### src/rtl/pwr_seq.sv
// pwr_seq: ordered power-up/down sequencer for OCXO, PLL, GPS, DAC and display.
// Order is OCXO settle -> PLL lock -> GPS settle -> RUN, reversed on shutdown.
// Ports: clk, rst_n (async, active low), run (level request), locked (async PLL lock);
//   outputs ocxo_ena, pll_rst_n, gps_ena, dac_ena, disp_ena, ready, busy, fault,
//   state[2:0]; retry_cnt[3:0] only when PWR_SEQ_RETRY_EN is defined.
// PWR_SEQ_RETRY_EN: a PLL lock timeout pulses the PLL reset and retries instead of faulting.
module pwr_seq #(
    parameter int unsigned OCXO_SETTLE  = 5000,
    parameter int unsigned LOCK_TIMEOUT = 65535,
    parameter int unsigned GPS_SETTLE   = 5000,
    parameter int unsigned CTR_W        = 17
) (
    input  logic       clk,
    input  logic       rst_n,
    input  logic       run,
    input  logic       locked,
    output logic       ocxo_ena,
    output logic       pll_rst_n,
    output logic       gps_ena,
    output logic       dac_ena,
    output logic       disp_ena,
    output logic       ready,
    output logic       busy,
    output logic       fault,
`ifdef PWR_SEQ_RETRY_EN
    output logic [3:0] retry_cnt,
`endif
    output logic [2:0] state
);

    typedef enum logic [2:0] {
        S_OFF      = 3'd0,
        S_OCXO     = 3'd1,
        S_PLL      = 3'd2,
        S_GPS      = 3'd3,
        S_RUN      = 3'd4,
        S_FAULT    = 3'd5,
        S_SHUTDOWN = 3'd6,
        S_RETRY    = 3'd7
    } state_t;

    localparam logic [CTR_W-1:0] OCXO_LD = CTR_W'(OCXO_SETTLE - 1);
    localparam logic [CTR_W-1:0] LOCK_LD = CTR_W'(LOCK_TIMEOUT - 1);
    localparam logic [CTR_W-1:0] GPS_LD  = CTR_W'(GPS_SETTLE - 1);
    localparam logic [CTR_W-1:0] PULSE_LD = CTR_W'(15);
    localparam logic [CTR_W-1:0] ONE     = CTR_W'(1);

    state_t           st;
    logic [CTR_W-1:0] ctr;
    logic             ctr_zero;
    logic [1:0]       sync_q;
    logic             locked_s;

    assign ctr_zero = (ctr == '0);
    assign locked_s = sync_q[1];
    assign state    = st;

    // locked comes from the PLL's own clock domain
    always_ff @(posedge clk or negedge rst_n) begin
        if (!rst_n) begin
            sync_q <= 2'b00;
        end else begin
            sync_q <= {sync_q[0], locked};
        end
    end

    always_ff @(posedge clk or negedge rst_n) begin
        if (!rst_n) begin
            st        <= S_OFF;
            ctr       <= '0;
            ocxo_ena  <= 1'b0;
            pll_rst_n <= 1'b0;
            gps_ena   <= 1'b0;
            dac_ena   <= 1'b0;
            disp_ena  <= 1'b0;
            ready     <= 1'b0;
            busy      <= 1'b0;
            fault     <= 1'b0;
`ifdef PWR_SEQ_RETRY_EN
            retry_cnt <= 4'd0;
`endif
        end else if (!run && st != S_OFF && st != S_SHUTDOWN) begin
            // power-down request overrides every other transition
            st       <= S_SHUTDOWN;
            ctr      <= PULSE_LD;
            gps_ena  <= 1'b0;
            dac_ena  <= 1'b0;
            disp_ena <= 1'b0;
            ready    <= 1'b0;
            busy     <= 1'b1;
            fault    <= 1'b0;
        end else begin
            unique case (st)
                S_OFF: begin
                    if (run) begin
                        st       <= S_OCXO;
                        ocxo_ena <= 1'b1;
                        ctr      <= OCXO_LD;
                        busy     <= 1'b1;
`ifdef PWR_SEQ_RETRY_EN
                        retry_cnt <= 4'd0;
`endif
                    end
                end
                S_OCXO: begin
                    if (ctr_zero) begin
                        st        <= S_PLL;
                        pll_rst_n <= 1'b1;
                        ctr       <= LOCK_LD;
                    end else begin
                        ctr <= ctr - ONE;
                    end
                end
                S_PLL: begin
                    // lock beats a simultaneous timeout
                    if (locked_s) begin
                        st      <= S_GPS;
                        gps_ena <= 1'b1;
                        ctr     <= GPS_LD;
                    end else if (ctr_zero) begin
`ifdef PWR_SEQ_RETRY_EN
                        st        <= S_RETRY;
                        pll_rst_n <= 1'b0;
                        ctr       <= PULSE_LD;
                        if (retry_cnt != 4'hf) begin
                            retry_cnt <= retry_cnt + 4'd1;
                        end
`else
                        st        <= S_FAULT;
                        pll_rst_n <= 1'b0;
                        gps_ena   <= 1'b0;
                        dac_ena   <= 1'b0;
                        disp_ena  <= 1'b0;
                        busy      <= 1'b0;
                        fault     <= 1'b1;
`endif
                    end else begin
                        ctr <= ctr - ONE;
                    end
                end
                S_GPS: begin
                    // lock loss here is left for RUN to catch
                    if (ctr_zero) begin
                        st       <= S_RUN;
                        dac_ena  <= 1'b1;
                        disp_ena <= 1'b1;
                        busy     <= 1'b0;
                        ready    <= 1'b1;
                    end else begin
                        ctr <= ctr - ONE;
                    end
                end
                S_RUN: begin
                    if (!locked_s) begin
                        st        <= S_FAULT;
                        pll_rst_n <= 1'b0;
                        gps_ena   <= 1'b0;
                        dac_ena   <= 1'b0;
                        disp_ena  <= 1'b0;
                        ready     <= 1'b0;
                        fault     <= 1'b1;
                    end
                end
                S_FAULT: begin
                    // sticky; the oven stays powered until run drops
                end
                S_SHUTDOWN: begin
                    if (ctr_zero) begin
                        st        <= S_OFF;
                        pll_rst_n <= 1'b0;
                        ocxo_ena  <= 1'b0;
                        busy      <= 1'b0;
                    end else begin
                        ctr <= ctr - ONE;
                    end
                end
`ifdef PWR_SEQ_RETRY_EN
                S_RETRY: begin
                    if (ctr_zero) begin
                        st        <= S_PLL;
                        pll_rst_n <= 1'b1;
                        ctr       <= LOCK_LD;
                    end else begin
                        ctr <= ctr - ONE;
                    end
                end
`endif
                default: begin
                    st        <= S_OFF;
                    ctr       <= '0;
                    ocxo_ena  <= 1'b0;
                    pll_rst_n <= 1'b0;
                    gps_ena   <= 1'b0;
                    dac_ena   <= 1'b0;
                    disp_ena  <= 1'b0;
                    ready     <= 1'b0;
                    busy      <= 1'b0;
                    fault     <= 1'b0;
                end
            endcase
        end
    end

endmodule

### config.mk
export PLATFORM = sky130hd
export DESIGN_NAME = pwr_seq
export DESIGN_NICKNAME = d
export VERILOG_FILES = /design/src/rtl/pwr_seq.sv
export SDC_FILE = /design/constraint.sdc
export NUM_CORES = 1
export LEC_CHECK = 0
export BUFFER_PORTS_ARGS = -buffer_cell sky130_fd_sc_hd__buf_2
export CELL_PAD_IN_SITES_DETAIL_PLACEMENT = 1
export CELL_PAD_IN_SITES_GLOBAL_PLACEMENT = 1
export CORE_MARGIN = 8
export CORE_UTILIZATION = 49
export CTS_CLUSTER_SIZE = 28
export DETAILED_ROUTE_END_ITERATION = 8
export HOLD_SLACK_MARGIN = 0.06
export PLACE_DENSITY = 0.91
export SYNTH_ARGS = -nofsm -noshare
export SYNTH_HDL_FRONTEND = slang
export SYNTH_SLANG_ARGS = --single-unit
### constraint.sdc
create_clock -name clk -period 4.3 [get_ports clk]
set_clock_uncertainty 0.2 [all_clocks]
set_input_delay 0.86 -clock clk [delete_from_list [all_inputs] [get_ports clk]]
set_output_delay 0.86 -clock clk [all_outputs]
set_load 0.01 [all_outputs]
# After elaboration in Yosys (flattened, before gate mapping)
# Index checks and enable logic that the tools add are counted.
# word_totals
ff_bits,29
output_inout_bits,11
elab_cells,102
# classes
addsub,1
n_bitwise,3
n_eq_ne,26
n_reduce_logical,23
muxes,39
# op_table
op,n
two-way mux 17 bit,5
case mux 17 bit (5 select lines),1
two-way mux 3 bit,8
!= test 3 bit (second input constant),8
case mux 3 bit (7 select lines),1
logical NOT 17 bit,1
two-way mux 1 bit,17
subtractor 17 x 1 -> 17 bit (second input constant),1
OR reduction 5 bit,3
!= test 2 bit (second input constant),6
case mux 1 bit (3 select lines),4
!= test 2 x 1 -> 1 bit (second input constant),5
AND reduction 5 bit,2
equality test 3 bit (second input constant),3
AND reduction 3 bit,3
case mux 1 bit (4 select lines),2
AND reduction 4 bit,2
AND reduction 7 bit,1
equality test 3 x 2 -> 1 bit (second input constant),2
OR reduction 3 bit,2
case mux 1 bit (5 select lines),1
!= test 4 bit (second input constant),1
OR reduction 2 bit,2
OR reduction 4 bit,1
7 further kinds,10

# Depth between registers and ports, before layout
# Gate-level depths: netlist of run 1.
# logic_depth
word_depth,5
ltp_mapped,13

# Worst setup path after synthesis of run 1
# Ideal clock, no wire load.
# synth_path
path_kind,register -> register
from,register ctr[1]
to,register ctr[0]
setup_slack_ps,1484
required_ps,4013
n_path_buf,1
setup_time_ps,87
period_less_slack_ps,2816
path_stages_with_launch,13
arrival_time_ps,2529
path_cell_list,dfrtp_1 -> inv_1 -> ha_1 -> nor3b_1 -> nand4b_1 -> nor2_2 -> inv_2 -> clkbuf_1 -> ha_1 -> inv_1 -> nand3_1 -> a311o_1 -> o211ai_1
# synth_between
elab_chain_len,5
word_cells_on_any_way,6
cone_classes,mux (5); reduce/logical (1)
# synth_rtl
element,line,source
from (decl),49,logic [CTR_W-1:0] ctr;
from (signal assigned),111,ctr <= ctr - ONE;
from (signal assigned),138,ctr <= ctr - ONE;
from (signal assigned),150,ctr <= ctr - ONE;
logical NOT 17 bit *,54,assign ctr_zero = (ctr == '0);
two-way mux 17 bit (2 in a row),-,
case mux 17 bit (5 select lines) *,93,unique case (st)
two-way mux 17 bit *,82,end else if (!run && st != S_OFF && st != S_SHUTDOWN) begin
# Mark *: on every way between the ends. The rest lies on a longest branch, timed or not.
# A chain may end at the register's enable or synchronous reset.

# Worst setup path after layout of run 1
# Same ends and word-level chain as after synthesis.

==> results of run 1 <==
[sequential cells by signal (all words and copies together), names as in the netlist]
signal and count:
ctr 17, ready 1, disp_ena 1, ocxo_ena 1
gps_ena 1, state 3, busy 1, pll_rst_n 1
fault 1, sync_q 2
[worst max path at each step]
stage	to	depth (start not counted)
2_1_floorplan	ctr[0]$_DFFE_PN0P_	12
3_3_place_gp	ctr[0]$_DFFE_PN0P_	11
3_5_place_dp	ctr[0]$_DFFE_PN0P_	11
4_1_cts	ctr[0]$_DFFE_PN0P_	11
5_1_grt	ctr[0]$_DFFE_PN0P_	11
6_report	ctr[0]$_DFFE_PN0P_	11
[power breakdown]
group | internal, mW | switching (mW) | leakage (nW)
clock network | 0.112 | 0.110 | 0.0450
logic | 0.362 | 0.565 | 0.564
registers | 0.361 | 0.180 | 0.364
[per-layer routing]
metal	GRT usage (%)	part of all wire (%)	vias up
met5	0	0	-
li1	-	-	1086
met4	6.44	1.5	0
met1	28.0	45	1179
met2	33.3	48	103
met3	3.42	5.9	11
[cell usage in the layout, fill, tap and decap left out, drive strengths merged, types with 5 or more instances in the layout]
cell type	n
o21ai	31
dfrtp	29
nand2	26
nor2	25
a21oi	18
buf	17
nand3	14
inv	10
a31oi	10
nor3	8
clkbuf	6
o221ai	5
a211oi	5
o211ai	5
or4	5
[cell usage after synthesis, types with 3 or more instances]
cell,count
a211oi_1,5
a21oi_1,18
a31oi_1,9
clkbuf_1,14
dfrtp_1,29
ha_1,3
inv_1,9
mux2i_1,3
nand2_1,26
nand2b_1,4
nand3_1,14
nand4_1,3
nor2_1,24
nor2b_1,4
nor3_1,8
o211ai_1,5
o21ai_0,22
o21ai_1,9
o221ai_1,5
or4_1,3
[worst max-delay path, cell delays in order, from the launching register on]
cell and delay (ns):
dfrtp_1 0.43, inv_1 0.13, ha_1 0.14, nor3b_1 0.41
nand4b_1 0.37, nor2_2 0.26, inv_2 0.17, ha_1 0.31
inv_1 0.07, nand3_1 0.07, a311o_1 0.37, o211ai_1 0.09
[kinds of logic after synthesis]
family | count (synthesis) | share of synthesized area [%]
XOR/XNOR | 2 | 0.783
flip-flops | 29 | 32.4
multiplexers | 4 | 1.85
AO/OA/AOI/OAI | 107 | 32.3
adder cells (fa/ha/maj) | 3 | 1.68
AND/OR/NAND/NOR | 106 | 25.3
buffers and inverters | 31 | 5.65
[final cells by class]
cell class / count / share of cell area, %
repair buffers: 17 / 3.87
clock inverters: 2 / 0.418
well taps: 52 / 2.72
inverters: 11 / 1.73
multi-input cells: 222 / 57.9
flip-flops and latches: 29 / 30.3
clock buffers: 6 / 3.03
[stage by stage]
step           area [sq um]  util [%]  hold slack (ns)  setup WS (ns)
2_1_floorplan          2240         -            0.131           1.48
3_3_place_gp           2310      52.7            0.137           1.42
3_5_place_dp           2310      52.7            0.143           1.29
4_1_cts                2390      54.6            0.158           1.27
5_1_grt                2390      54.6            0.177           1.03
6_report               2390      54.6            0.155           1.17
==> run metrics, run 1 <==
CP Launch Point=ctr[1]$_DFFE_PN0P_; post-route ant nets=0; fill count=548; Overflow after GRT=0; start of the worst register-to-register path=ctr[1]$_DFFE_PN0P_; multi-input logic area=between 0.001 and 0.0015 sq mm; WHS Path Cells=0; vias in the first global route=2298; FF-to-FF path depth=11; CP arrival=between 3 and 4 ns; post_cts resized=0; actual slew at the worst max-slew pin=around 1.1 ns; TritonCTS sink count=29; Post-synth EDFFs=0; leakage=just under 1 nW; largest area contributor in the netlist=dfrtp_1; hold buffers post-CTS=0; Pwr Total=1.69 mW; CP Max Fanout=15; first-pass GRT wire length=roughly 12 mm; startpoint types=flip-flop; placed cells=about 330; initial antenna violation count=0; via count=between 2000 and 2500; Slew headroom=between 20% and 30%; layout cells sized above 1=approximately 13%; Avg Inst Size Synth=7.93 sq um; Clock H-tree levels=2; Required @ worst endpoint=between 4 and 5 ns; register area=a little over 700 sq um; final setup TNS=0 ns; Yosys warning total=0; Synth Net Count=289; max-cap violations=0; Ports=15; Syn Inst Count=about 280; starting density of the core=approximately 51%; Tmin final=around 3.1 ns; Post-CTS Setup Bufs=0; fmax=0.320 GHz; CORE AREA=between 0.004 and 0.005 sq mm; TritonCTS clock tree=built; nets=approximately 300; gr usage total=a little over a fifth; distinct cell type count after synthesis=67; post-route insts no fill=between 300 and 400; IO buf count=14; status=finished, final reports clean; RR Endpoint=ctr[0]$_DFFE_PN0P_; DP HPWL=about 5.1 mm; main area contributors after synthesis=dfrtp_1, o21ai_0, nand2_1; ant diodes=0; Critical Path End Type=flip-flop; Main synth FF type=dfrtp_1; Avg WL per Cell=21.8 microns; DRT Pass-1 Iters=5; CTS Buffer Depth=2; area share of the largest cell type after synthesis=between 30% and 40%; HP Start=sync_q[0]$_DFF_PN0_; row cnt=24; Post-synth ARST share=between 90% and 100%; die width=83.6 microns; crit path kind=flip-flop to flip-flop; pwr dens=about 710 mW/mm^2; final wirelength=~7.4 mm; RSZ-0062 raised after global routing=false; #FFs+latches synth=29; drc violations=0; Area growth syn-to-layout=6.93%; Hold Vio Cnt, Final=0; final worst path period share=a little over 70%; post-DR vias/cell=roughly 7; die height=83.6 microns; largest net degree at the start of global routing=36; Mapped Area=~0.0022 sq mm; WHS Endpoint=sync_q[1]$_DFF_PN0_; DRT iter0 DRCs=between 150 and 200; Root Buffer=clkbuf_8; Max Slew Vio Count=0; Worst-Skew Late Latency=0.29 ns; Routability Congestion=0.923; CTS clk-pin slew, worst paths=0.06 ns; die area=between 0.006 and 0.007 sq mm; worst IR drop on VDD=between 400 and 500 uV; R2R setup slack=1.17 ns; worst hold path type=flip-flop to flip-flop; CTS Buf Count=5; register area share after synthesis=about 32%; final setup fails=0
Power figures use the tool's default switching activity.
==> inputs of run 2 (changes only) <==
Settings changed: CORE_UTILIZATION 49 to 45, PLACE_DENSITY 0.91 to 0.85.
Clock period 4.3 ns to 3.09 ns, I/O delays scaled along.
==> run metrics, run 2 (same netlist as run 1, synthesis figures left out) <==
WHS Endpoint=sync_q[1]$_DFF_PN0_; post-DR vias/cell=6.52 (-7.1%); sequential cell fraction of total power=28.2% (-3.8 points); cells along the critical path=inv_1 > ha_1 > nor3b_1 > nand4b_1 > nor2_2 > inv_2 > ha_1 > inv_1 > nand3_1 > a311o_1 > o211ai_1; CORE AREA=0.00475 sq mm (+8.4%); fin area=0.00253 sq mm (+6.0%); Required @ worst endpoint=3.10 ns (-1.20 ns); start of the worst register-to-register path=ctr[1]$_DFFE_PN0P_; TritonCTS sink count=29 (unchanged); TritonCTS clock tree=built; Tmin final=2.67 ns (-0.455 ns); NetSw=1.19 mW (+39%); Clock H-tree levels=2 (unchanged); CP peak stage delay=0.43 ns (about the same); ant diodes=0 (unchanged); via count=2385 (+0.25%); hold buffers post-CTS=0 (unchanged); DP HPWL=5.49 mm (+7.3%); switching share of power=47.2% (-3.4 points); HP Start=sync_q[0]$_DFF_PN0_; nets=305 (+4.1%); RSZ-0062 raised after global routing=false; Routability Congestion=0.895 (-3.1%); die area=0.00748 sq mm (+7.2%); Overflow after GRT=0 (unchanged); CTS Buffer Depth=2 (unchanged); Critical Path End Type=flip-flop; layout cells sized above 1=16.4% (+3.5 points); max reg flops=17 (unchanged); Comb power frac=55.1% (+0.2 points); Avg WL per Cell=20.5 microns (-6.2%); FF-to-FF path depth=11 (unchanged); CTS Buf Count=5 (unchanged); R2R setup slack=0.42 ns (-0.76 ns); gr usage total=21.2% (+0.26 points); startpoint types=flip-flop; CP arrival=2.68 ns (-0.44 ns); commonest non-fill, non-tap cells in the layout=dfrtp_1, nand2_1, nor2_1; WP depth=11 (unchanged); Root Buffer=clkbuf_8; final setup fails=0 (unchanged); Largest Register=ctr; Post-CTS Setup Bufs=0 (unchanged); starting density of the core=47.1% (-4.0 points); CTS clk-pin slew, worst paths=0.06 ns (about the same); Clock power frac=16.6% (+3.5 points); Slowest cell on crit path=dfrtp_1; final setup TNS=0 ns (unchanged); Slew headroom=52.0% (+24 points); max-cap violations=0 (unchanged); Int Power=1.33 mW (+60%); Worst-Skew Late Latency=0.29 ns (about the same); worst IR drop on VDD=537 uV (+12%); CP top delay family=simple AND/OR/NAND/NOR gates; final worst path period share=86.4% (+14 points); most common cell after layout, fill and taps aside=dfrtp_1; Util after Layout=53.3% (-1.3 points); Hold Vio Cnt, Final=0 (unchanged); post-route ant nets=0 (unchanged); Area after DPL=0.00242 sq mm (+4.7%); initial antenna violation count=0 (unchanged); register area=726 sq um (unchanged); multi-input logic area=0.00139 sq mm (unchanged); DRT iter0 DRCs=205 (+24%); actual slew at the worst max-slew pin=0.720 ns (-0.359 ns); pwr dens=996 mW/mm^2 (+41%); DRT Pass-1 Iters=4 (-1); fill count=602 (+9.9%); die width=86.5 microns (+3.5%); status=finished, final reports clean; Area growth syn-to-layout=13.3%; crit path kind=flip-flop to flip-flop; leakage=1.04 nW (+7.4%); RR Endpoint=ctr[0]$_DFFE_PN0P_; worst hold path type=flip-flop to flip-flop; Buf/Inv on CP=3 (unchanged); row cnt=25 (+4.2%); largest net degree at the start of global routing=30 (-17%); CP Max Fanout=15 (unchanged); Max Slew Vio Count=0 (unchanged); WHS Path Cells=0 (unchanged); IO buf count=14 (unchanged); vias in the first global route=2423 (+5.4%); post_cts resized=0 (unchanged); final wirelength=7.49 mm (+1.2%); die height=86.5 microns (+3.5%); fmax=0.374 GHz (+17%); drc violations=0 (unchanged); Ports=15 (unchanged); first-pass GRT wire length=12.5 mm (+2.1%)
[run 2: changes by cell type in the layout (fill, tap and decap cells not counted), sizes merged]
| cell | previous run | this run |
|---|---|---|
| clkbuf | 6 | 7 |
| bufinv | 0 | 1 |
| clkinv | 3 | 1 |
| buf | 17 | 29 |
[run 2: final cells by class]
type / count / area share [%]
flip-flops and latches: 29 / 28.6
inverters: 11 / 1.63
clock buffers: 7 / 3.41
clock inverters: 1 / 1.18
multi-input cells: 222 / 54.6
well taps: 67 / 3.31
repair buffers: 29 / 7.21
[run 2: power groups by stage]
| stage | clock (mW) | combinational, mW | sequential [mW] |
|---|---|---|---|
| after floorplan | 0 | 1.00 | 0.637 |
| after global placement | 0 | 1.33 | 0.705 |
| after detailed placement | 0 | 1.37 | 0.719 |
| after CTS | 0.424 | 1.38 | 0.711 |
| after global routing | 0.441 | 1.53 | 0.740 |
| final | 0.420 | 1.39 | 0.713 |
[run 2: how the worst max path moves through the flow]
| stage | start | end | slack [ns] |
|---|---|---|---|
| floorplan | ctr[1]$_DFFE_PN0P_ | ctr[0]$_DFFE_PN0P_ | 0.27 |
| global placement | ctr[0]$_DFFE_PN0P_ | ctr[0]$_DFFE_PN0P_ | 0.54 |
| detailed placement | ctr[0]$_DFFE_PN0P_ | ctr[0]$_DFFE_PN0P_ | 0.44 |
| CTS | ctr[0]$_DFFE_PN0P_ | ctr[0]$_DFFE_PN0P_ | 0.42 |
| global route | ctr[0]$_DFFE_PN0P_ | ctr[0]$_DFFE_PN0P_ | 0.27 |
| finish | ctr[1]$_DFFE_PN0P_ | ctr[0]$_DFFE_PN0P_ | 0.42 |
[run 2: metrics by stage]
stage | power [mW] | worst slack (ns) | instances | hold slack (ns)
3_5_place_dp | 2.08 | 0.443 | 358 | 0.147
4_1_cts | 2.51 | 0.422 | 366 | 0.161
5_1_grt | 2.71 | 0.271 | 366 | 0.162
2_1_floorplan | 1.64 | 0.274 | 282 | 0.122
6_report | 2.52 | 0.419 | 366 | 0.157
3_3_place_gp | 2.04 | 0.536 | 358 | 0.139
[run 2: worst reg2reg max path: stages (launching register included)]
cell and delay [ns]:
dfrtp_1 0.43, inv_1 0.12, ha_1 0.14, nor3b_1 0.27
nand4b_1 0.19, nor2_2 0.18, inv_2 0.17, ha_1 0.32
inv_1 0.07, nand3_1 0.06, a311o_1 0.36, o211ai_1 0.08
[run 2: per-layer routing]
| layer | track usage (%) | wire length [microns] | vias up |
|---|---|---|---|
| li1 | - | - | 1109 |
| met4 | 8.29 | 131 | 0 |
| met3 | 4.82 | 632 | 12 |
| met1 | 27.9 | 3300 | 1177 |
| met5 | 0 | 0 | - |
| met2 | 32.6 | 3430 | 87 |
